`config.mk`:
```
export PLATFORM = sky130hd
export DESIGN_NAME = crc_stream_engine
export DESIGN_NICKNAME = d
export VERILOG_FILES = /design/src/rtl/crc_stream_engine.sv
export SDC_FILE = /design/constraint.sdc
export NUM_CORES = 1
export LEC_CHECK = 0
export ABC_CLOCK_PERIOD_IN_PS = 3900
export CAP_MARGIN = 25
export CORE_AREA = 2 2 119 121
export CTS_CLUSTER_SIZE = 28
export DETAILED_ROUTE_END_ITERATION = 8
export DIE_AREA = 0 0 121 123
export HOLD_SLACK_MARGIN = 0.12
export PLACE_DENSITY = 0.66
export SKIP_CTS_REPAIR_TIMING = 1
export SYNTH_ARGS = -nofsm -noshare
export SYNTH_HDL_FRONTEND = slang
export SYNTH_SLANG_ARGS = --single-unit
```
`constraint.sdc`:
```
create_clock -name clk -period 3.9 [get_ports clk]
set_input_delay 0.39 -clock clk [delete_from_list [all_inputs] [get_ports clk]]
set_output_delay 0.39 -clock clk [all_outputs]
set_load 0.005 [all_outputs]
```
`src/rtl/crc_stream_engine.sv`:
```
// rtl/crc_stream_engine.sv - framed streaming CRC engine with result hold and error pulses
module crc_stream_engine #(
  parameter int          p_len     = 32,
  parameter int          p_width   = 8,
  parameter logic [31:0] p_polynom = 32'h04C11DB7,
  parameter logic [31:0] p_init    = 32'hFFFFFFFF,
  parameter logic [31:0] p_xorout  = 32'hFFFFFFFF,
  parameter int          p_refin   = 1,
  parameter int          p_refout  = 1
) (
  input  logic               clk,
  input  logic               rst,
  input  logic               in_valid,
  output logic               in_ready,
  input  logic [p_width-1:0] in_data,
  input  logic               in_sof,
  input  logic               in_eof,
  output logic               out_valid,
  input  logic               out_ready,
  output logic [p_len-1:0]   out_crc,
  output logic [15:0]        out_len,
  output logic               err_abort,
  output logic               err_orphan
);

  localparam int               c_bytes = p_width / 8;
  localparam logic [p_len-1:0] c_poly  = p_polynom[p_len-1:0];
  localparam logic [p_len-1:0] c_init  = p_init[p_len-1:0];
  localparam logic [p_len-1:0] c_xor   = p_xorout[p_len-1:0];
  localparam logic [16:0]      c_step  = 17'(c_bytes);

  typedef enum logic [1:0] {IDLE, ACTIVE, HOLD} state_t;

  state_t           state;
  logic [p_len-1:0] crc;
  logic [15:0]      len;

  logic             accept;
  logic             restart;
  logic [p_len-1:0] crc_start;
  logic [p_len-1:0] crc_cont;
  logic [p_len-1:0] beat_crc;
  logic [16:0]      len_sum;
  logic [15:0]      beat_len;

  // Bit-serial CRC unrolled over every byte of the beat; byte 0 first,
  // bits LSB first when input reflection is enabled, MSB first otherwise.
  function automatic logic [p_len-1:0] crc_update(input logic [p_len-1:0] c,
                                                  input logic [p_width-1:0] d);
    logic [p_len-1:0] r;
    logic             b;
    r = c;
    for (int i = 0; i < c_bytes; i++) begin
      for (int j = 0; j < 8; j++) begin
        b = (p_refin != 0) ? d[8*i + j] : d[8*i + 7 - j];
        if (r[p_len-1] ^ b) r = {r[p_len-2:0], 1'b0} ^ c_poly;
        else                r = {r[p_len-2:0], 1'b0};
      end
    end
    return r;
  endfunction

  function automatic logic [p_len-1:0] reflect(input logic [p_len-1:0] c);
    logic [p_len-1:0] r;
    for (int i = 0; i < p_len; i++) r[i] = c[p_len-1-i];
    return r;
  endfunction

  function automatic logic [p_len-1:0] finalize(input logic [p_len-1:0] c);
    return ((p_refout != 0) ? reflect(c) : c) ^ c_xor;
  endfunction

  // A beat starts a fresh frame in IDLE or whenever sof is set (abort restart).
  always_comb begin
    accept    = in_valid && in_ready;
    restart   = (state == IDLE) || in_sof;
    crc_start = crc_update(c_init, in_data);
    crc_cont  = crc_update(crc, in_data);
    beat_crc  = restart ? crc_start : crc_cont;
    len_sum   = {1'b0, len} + c_step;
    beat_len  = restart ? c_step[15:0] : (len_sum[16] ? 16'hFFFF : len_sum[15:0]);
  end

  // Frame FSM with registered handshake, result and error pulse outputs.
  always_ff @(posedge clk) begin
    if (rst) begin
      state      <= IDLE;
      crc        <= c_init;
      len        <= 16'd0;
      in_ready   <= 1'b1;
      out_valid  <= 1'b0;
      out_crc    <= '0;
      out_len    <= 16'd0;
      err_abort  <= 1'b0;
      err_orphan <= 1'b0;
    end else begin
      err_abort  <= 1'b0;
      err_orphan <= 1'b0;
      case (state)
        IDLE, ACTIVE: begin
          if (accept) begin
            if (state == IDLE && !in_sof) begin
              err_orphan <= 1'b1;
            end else begin
              err_abort <= (state == ACTIVE) && in_sof;
              crc       <= beat_crc;
              len       <= beat_len;
              if (in_eof) begin
                state     <= HOLD;
                in_ready  <= 1'b0;
                out_valid <= 1'b1;
                out_crc   <= finalize(beat_crc);
                out_len   <= beat_len;
              end else begin
                state <= ACTIVE;
              end
            end
          end
        end
        HOLD: begin
          if (out_ready) begin
            state     <= IDLE;
            in_ready  <= 1'b1;
            out_valid <= 1'b0;
            out_crc   <= '0;
            out_len   <= 16'd0;
          end
        end
        default: begin
          state    <= IDLE;
          in_ready <= 1'b1;
        end
      endcase
    end
  end

endmodule

```
Word level (Yosys, flattened, before mapping)
Cells that the tools add are included.

cells by class
  add/subtract/negate cells = 1
  $mul = 0
  div/mod/pow operators = 0
  $lt $le $gt $ge = 0
  equal/unequal tests = 6
  shift-type cells = 0
  multiplexer cells = 45
  bitwise gates (word level) = 34
  reductions and logical operators = 14

operators with widths
  kind                                                             count
  27-bit two-way mux                                               16
  14-bit NOT                                                       15
  32-bit two-way mux                                               5
  16-bit two-way mux                                               6
  32-bit case mux with 2 select lines                              1
  32-bit NOT                                                       1
  16-bit case mux with 2 select lines                              1
  16-bit by 1-bit adder with 17-bit output, second input constant  1
  1-bit XOR                                                        10
  1-bit two-way mux                                                9
  2-bit two-way mux                                                4
  2-bit inequality test, second input constant                     4
  3-bit AND reduction                                              2
  5-bit AND reduction                                              1
  1-bit XOR, first input constant                                  5
  1-bit case mux with 2 select lines                               2
  2-bit case mux with 2 select lines                               1
  4-bit AND reduction                                              1
  4-bit OR reduction                                               1
  1-bit logical AND                                                3
  1-bit NOT                                                        3
  3-bit OR reduction                                               1
  2-bit by 1-bit == test with 1-bit output, second input constant  1
  2-bit == test, second input constant                             1
  5 further kinds                                                  5

storage, ports and cells
  bits in registers = 102
  latch bits = 0
  RAM bits = 0
  ROM bits = 0
  input bits = 14
  output and inout port bits = 52
  logic and storage cells = 109
  memories kept = 0

Longest topological paths before layout
  word-level depth = 22
  gate-level depth with buffers = 9
  gate-level depth less buffers = 7

Worst setup path before layout
OpenSTA, ideal clock, no wires.

  kind = input to register
  start = in in_data[6]
  end = reg out_crc[22]
  setup time = 0.117 ns
  arrival time = 2.031 ns
  required time = 3.783 ns
  slack = 1.752 ns
  stages on the path = 7
  buffers on the path = 1
  cell sequence = buf_4 > xor3_1 > xnor3_2 > xnor2_2 > xor2_1 > nand2_1 > a32o_1

on the way
  longest elaborated chain between the ends = 9
  elaborated cells between the ends (all ways) = 12
  those cells by class = mux (9); bitwise (3)

ends and longest elaborated chain
  what                                   RTL line  text
  from (decl)                            15        input logic [p_width-1:0] in_data,
  1-bit XOR                              56        if (r[p_len-1] ^ b) r = {r[p_len-2:0], 1'b0} ^ c_poly;
  27-bit two-way mux (2 in a row)        56
  32-bit two-way mux *                   79        beat_crc = restart ? crc_start : crc_cont;
  32-bit NOT (no line) *                 -
  32-bit two-way mux *                   108       if (in_eof) begin
  32-bit two-way mux *                   102       if (state == IDLE && !in_sof) begin
  32-bit two-way mux *                   101       if (accept) begin
  32-bit case mux with 2 select lines *  99        case (state)
  to (signal assigned)                   112       out_crc <= finalize(beat_crc);
  to (decl)                              20        output logic [p_len-1:0] out_crc,

Mark *: on every way between the ends. The rest lies on a longest branch, timed or not. The select of a mux whose other input is x is not followed.
A chain may end at the register's enable or synchronous reset.

Final worst setup path
  start = in in_data[5]
  end = reg crc[13]

on the way
  longest elaborated chain between the ends = 6
  elaborated cells between the ends (all ways) = 11
  those cells by class = mux (7); bitwise (4)

ends and longest elaborated chain
  what                             RTL line  text
  1-bit XOR                        56
  27-bit two-way mux               56
  14-bit NOT (no line)             -
  27-bit two-way mux (2 in a row)  56
  32-bit two-way mux *             79
  to (signal assigned)             88        crc <= c_init;
  to (signal assigned)             106       crc <= beat_crc;
  to (decl)                        35        logic [p_len-1:0] crc;

Mark *: on every way between the ends. The rest lies on a longest branch, timed or not.

==> run metrics <==
first-iteration detailed-routing DRC count 329; chip height 123 um; GRT Total Usage 0.205; Hold Crit Class reg -> reg; PortBufs 65; gpl congestion 0.891; Mapped Nets 639; post-synthesis instance total 624; total CTS buffers 9; CP Max Fanout 9; Startpoint Class primary input; r2r worst-path depth 6; CORE AREA 13600 um^2; static leakage 2.45 nW; max-cap viol count 0; Clock Tree Buf Depth 2; endpoint class of the critical path register; reg-to-reg endpoint out_crc[22]; TritonCTS clock tree yes; Antenna Violating Nets Remaining 0; share of cells above drive strength 1 0.0710; I/O pin total 66; hold path start out_len[4]; #FFs+latches synth 102; switching part of the total power 0.289; hpwl dp 10300 um; max-slew violation count 0; synth top area cells dfxtp_1 36%, xnor2_1 12%, nor2_1 7.6%, a22oi_1 5.5%, xor2_1 4.5%; n_diodes 0; utilization after layout 0.493; die area 14900 um^2; worst skew pair latency 360 ps; Peak VDD IR 363 uV; Pwr per Cell Area 465 nW/um^2; GR Overflow Total 0; Sink Count 102; largest net degree at the start of global routing 79; outcome completed; initial core utilization 0.415; Psw 902 uW; fin crit share 0.698; antenna violations before repair 0; # rows 43; vias per cell 5.40; YS warnings 0; mapped cell area 5650 um^2; reg2reg start crc[31]; worst reg2reg setup slack 1400 ps; Netlist cell types 56; top achievable clock speed 367 MHz; post-route design area 6710 um^2; Clock Skew 9.60 ps; Finished Layout Cells 842; Worst Tran Pin Value 870 ps; FF+latch area 2040 um^2; Syn Area/Cell 9.05 um^2; Multi-input gate area 3360 um^2; sequential area share after synthesis 0.362; Top FF cell, synth dfxtp_1; WP data required 4140 ps; clock share of power 0.338; cell count after placement 825; unrepaired setup endpoints after global routing no; Final min period 2720 ps; Final Hold Vio Count 0; setup TNS 0 ps; Synth area leader dfxtp_1; async set-reset flop share out of synthesis 0; Gate power share 0.286; Final Power 3.12 mW; Layout area overhead 18.8%; DRT Pass-1 Iters 5; crit path DAT 2960 ps; Remaining DRCs 0; top-count cell post-synth nor2_1; H-tree levels 3; WL final 14700 um; fraction of power consumed by sequential logic 0.376; clock root buffer master clkbuf_16; synth cell count leaders 115 x nor2_1, 102 x dfxtp_1, 75 x xnor2_1, 41 x a22oi_1, 34 x clkbuf_1; Worst Hold Depth 2; Yosys top cell area share 0.362; Crit Path Class in -> reg; Die W 121 um; clock-pin slew on the worst setup and hold paths 70 ps; first-pass GRT wire length 23700 um; drt wl/cell 17.4 um; via count 4551; Hold Path End out_len[4]; Slew HR 0.418; vias in the first global route 4407; DP Area 6340 um^2; Internal 2.22 mW; Post-synth EDFFs 0; Fill cells 1281; fin nets 672; final setup vio count 0
==> sequential cells by signal, indices dropped and copies added, names as in the netlist <==
signal,cells
in_ready,1
state,2
err_abort,1
out_len,16
crc,32
out_crc,32
out_valid,1
err_orphan,1
len,16
==> worst max path at each step <==
stage	start	to	slack [ps]	depth (start not counted)
floorplan	in_data[6]	out_crc[22]	1750	7
global placement	in_data[5]	crc[13]	950	7
detailed placement	in_data[5]	crc[13]	880	7
CTS	in_data[5]	crc[13]	1190	7
global route	in_data[3]	out_crc[27]	1090	7
finish	in_data[5]	crc[13]	1180	7
==> metrics by stage <==
step | setup WS, ps | hold WS (ps)
after floorplan | 1750 | 437
after global placement | 952 | 444
after detailed placement | 884 | 447
after CTS | 1190 | 455
after global routing | 1090 | 472
final | 1180 | 451
==> area by class of cell <==
| cell class | instances | share of cell area |
|---|---|---|
| clock buffer | 11 | 0.0362 |
| clock inverter | 5 | 0.0159 |
| inverter | 2 | 0.00112 |
| multi-input combinational | 468 | 0.501 |
| sequential | 102 | 0.305 |
| tap | 180 | 0.0336 |
| timing repair buffer | 74 | 0.108 |
==> logic make-up after synthesis <==
logic type	after synthesis	synth area share
AO/OA/AOI/OAI	135	0.168
AND/OR/NAND/NOR	194	0.152
adder cells (fa/ha/maj)	1	0.00222
multiplexers	9	0.0177
XOR/XNOR	129	0.254
buffers and inverters	54	0.0439
flip-flops	102	0.362
==> power by group through the flow <==
stage,combinational (mW),sequential (mW),clock (mW)
5_1_grt,0.966,1.18,1.11
4_1_cts,0.893,1.17,1.07
2_1_floorplan,0.727,1.16,0
3_5_place_dp,0.888,1.20,0
3_3_place_gp,0.875,1.20,0
6_report,0.892,1.17,1.05
==> critical path, cell delays in order <==
cell and delay (ps):
clkdlybuf4s50_1 910, xnor2_4 250, xnor2_2 340, xnor3_1 450, a21oi_1 240, nor2_1 70
a211o_1 300
==> metal layers <==
metal / track usage / vias to the layer above / share of wire
li1: - / 2217 / -
met1: 0.282 / 2206 / 0.48
met2: 0.318 / 109 / 0.45
met3: 0.0415 / 19 / 0.046
met4: 0.0749 / 0 / 0.022
met5: 0 / - / 0
==> cells in the final DEF (no fill, tap or decap), drive strengths merged, types with 2 or more instances in the layout <==
cell type | synthesis | routed
a211o | 26 | 26
a211oi | 2 | 2
a21oi | 29 | 29
a22oi | 41 | 41
a2bb2oi | 2 | 2
a31oi | 4 | 4
and2 | 2 | 2
and3 | 5 | 5
and4 | 2 | 2
buf | 18 | 10
bufinv | 0 | 3
clkbuf | 34 | 11
clkdlybuf4s50 | 0 | 64
dfxtp | 102 | 102
inv | 2 | 2
mux2 | 5 | 5
mux2i | 4 | 4
nand2 | 30 | 30
nand2b | 3 | 3
nand3 | 7 | 7
nand3b | 6 | 6
nand4 | 5 | 5
nor2 | 115 | 115
nor2b | 4 | 4
nor3 | 4 | 4
nor4 | 4 | 4
o211ai | 3 | 3
o21ai | 16 | 16
o21bai | 2 | 2
o31ai | 2 | 2
o32a | 2 | 2
or2 | 3 | 3
xnor2 | 83 | 83
xnor3 | 13 | 13
xor2 | 30 | 30
xor3 | 3 | 3
(Power assumes the default switching activity.)
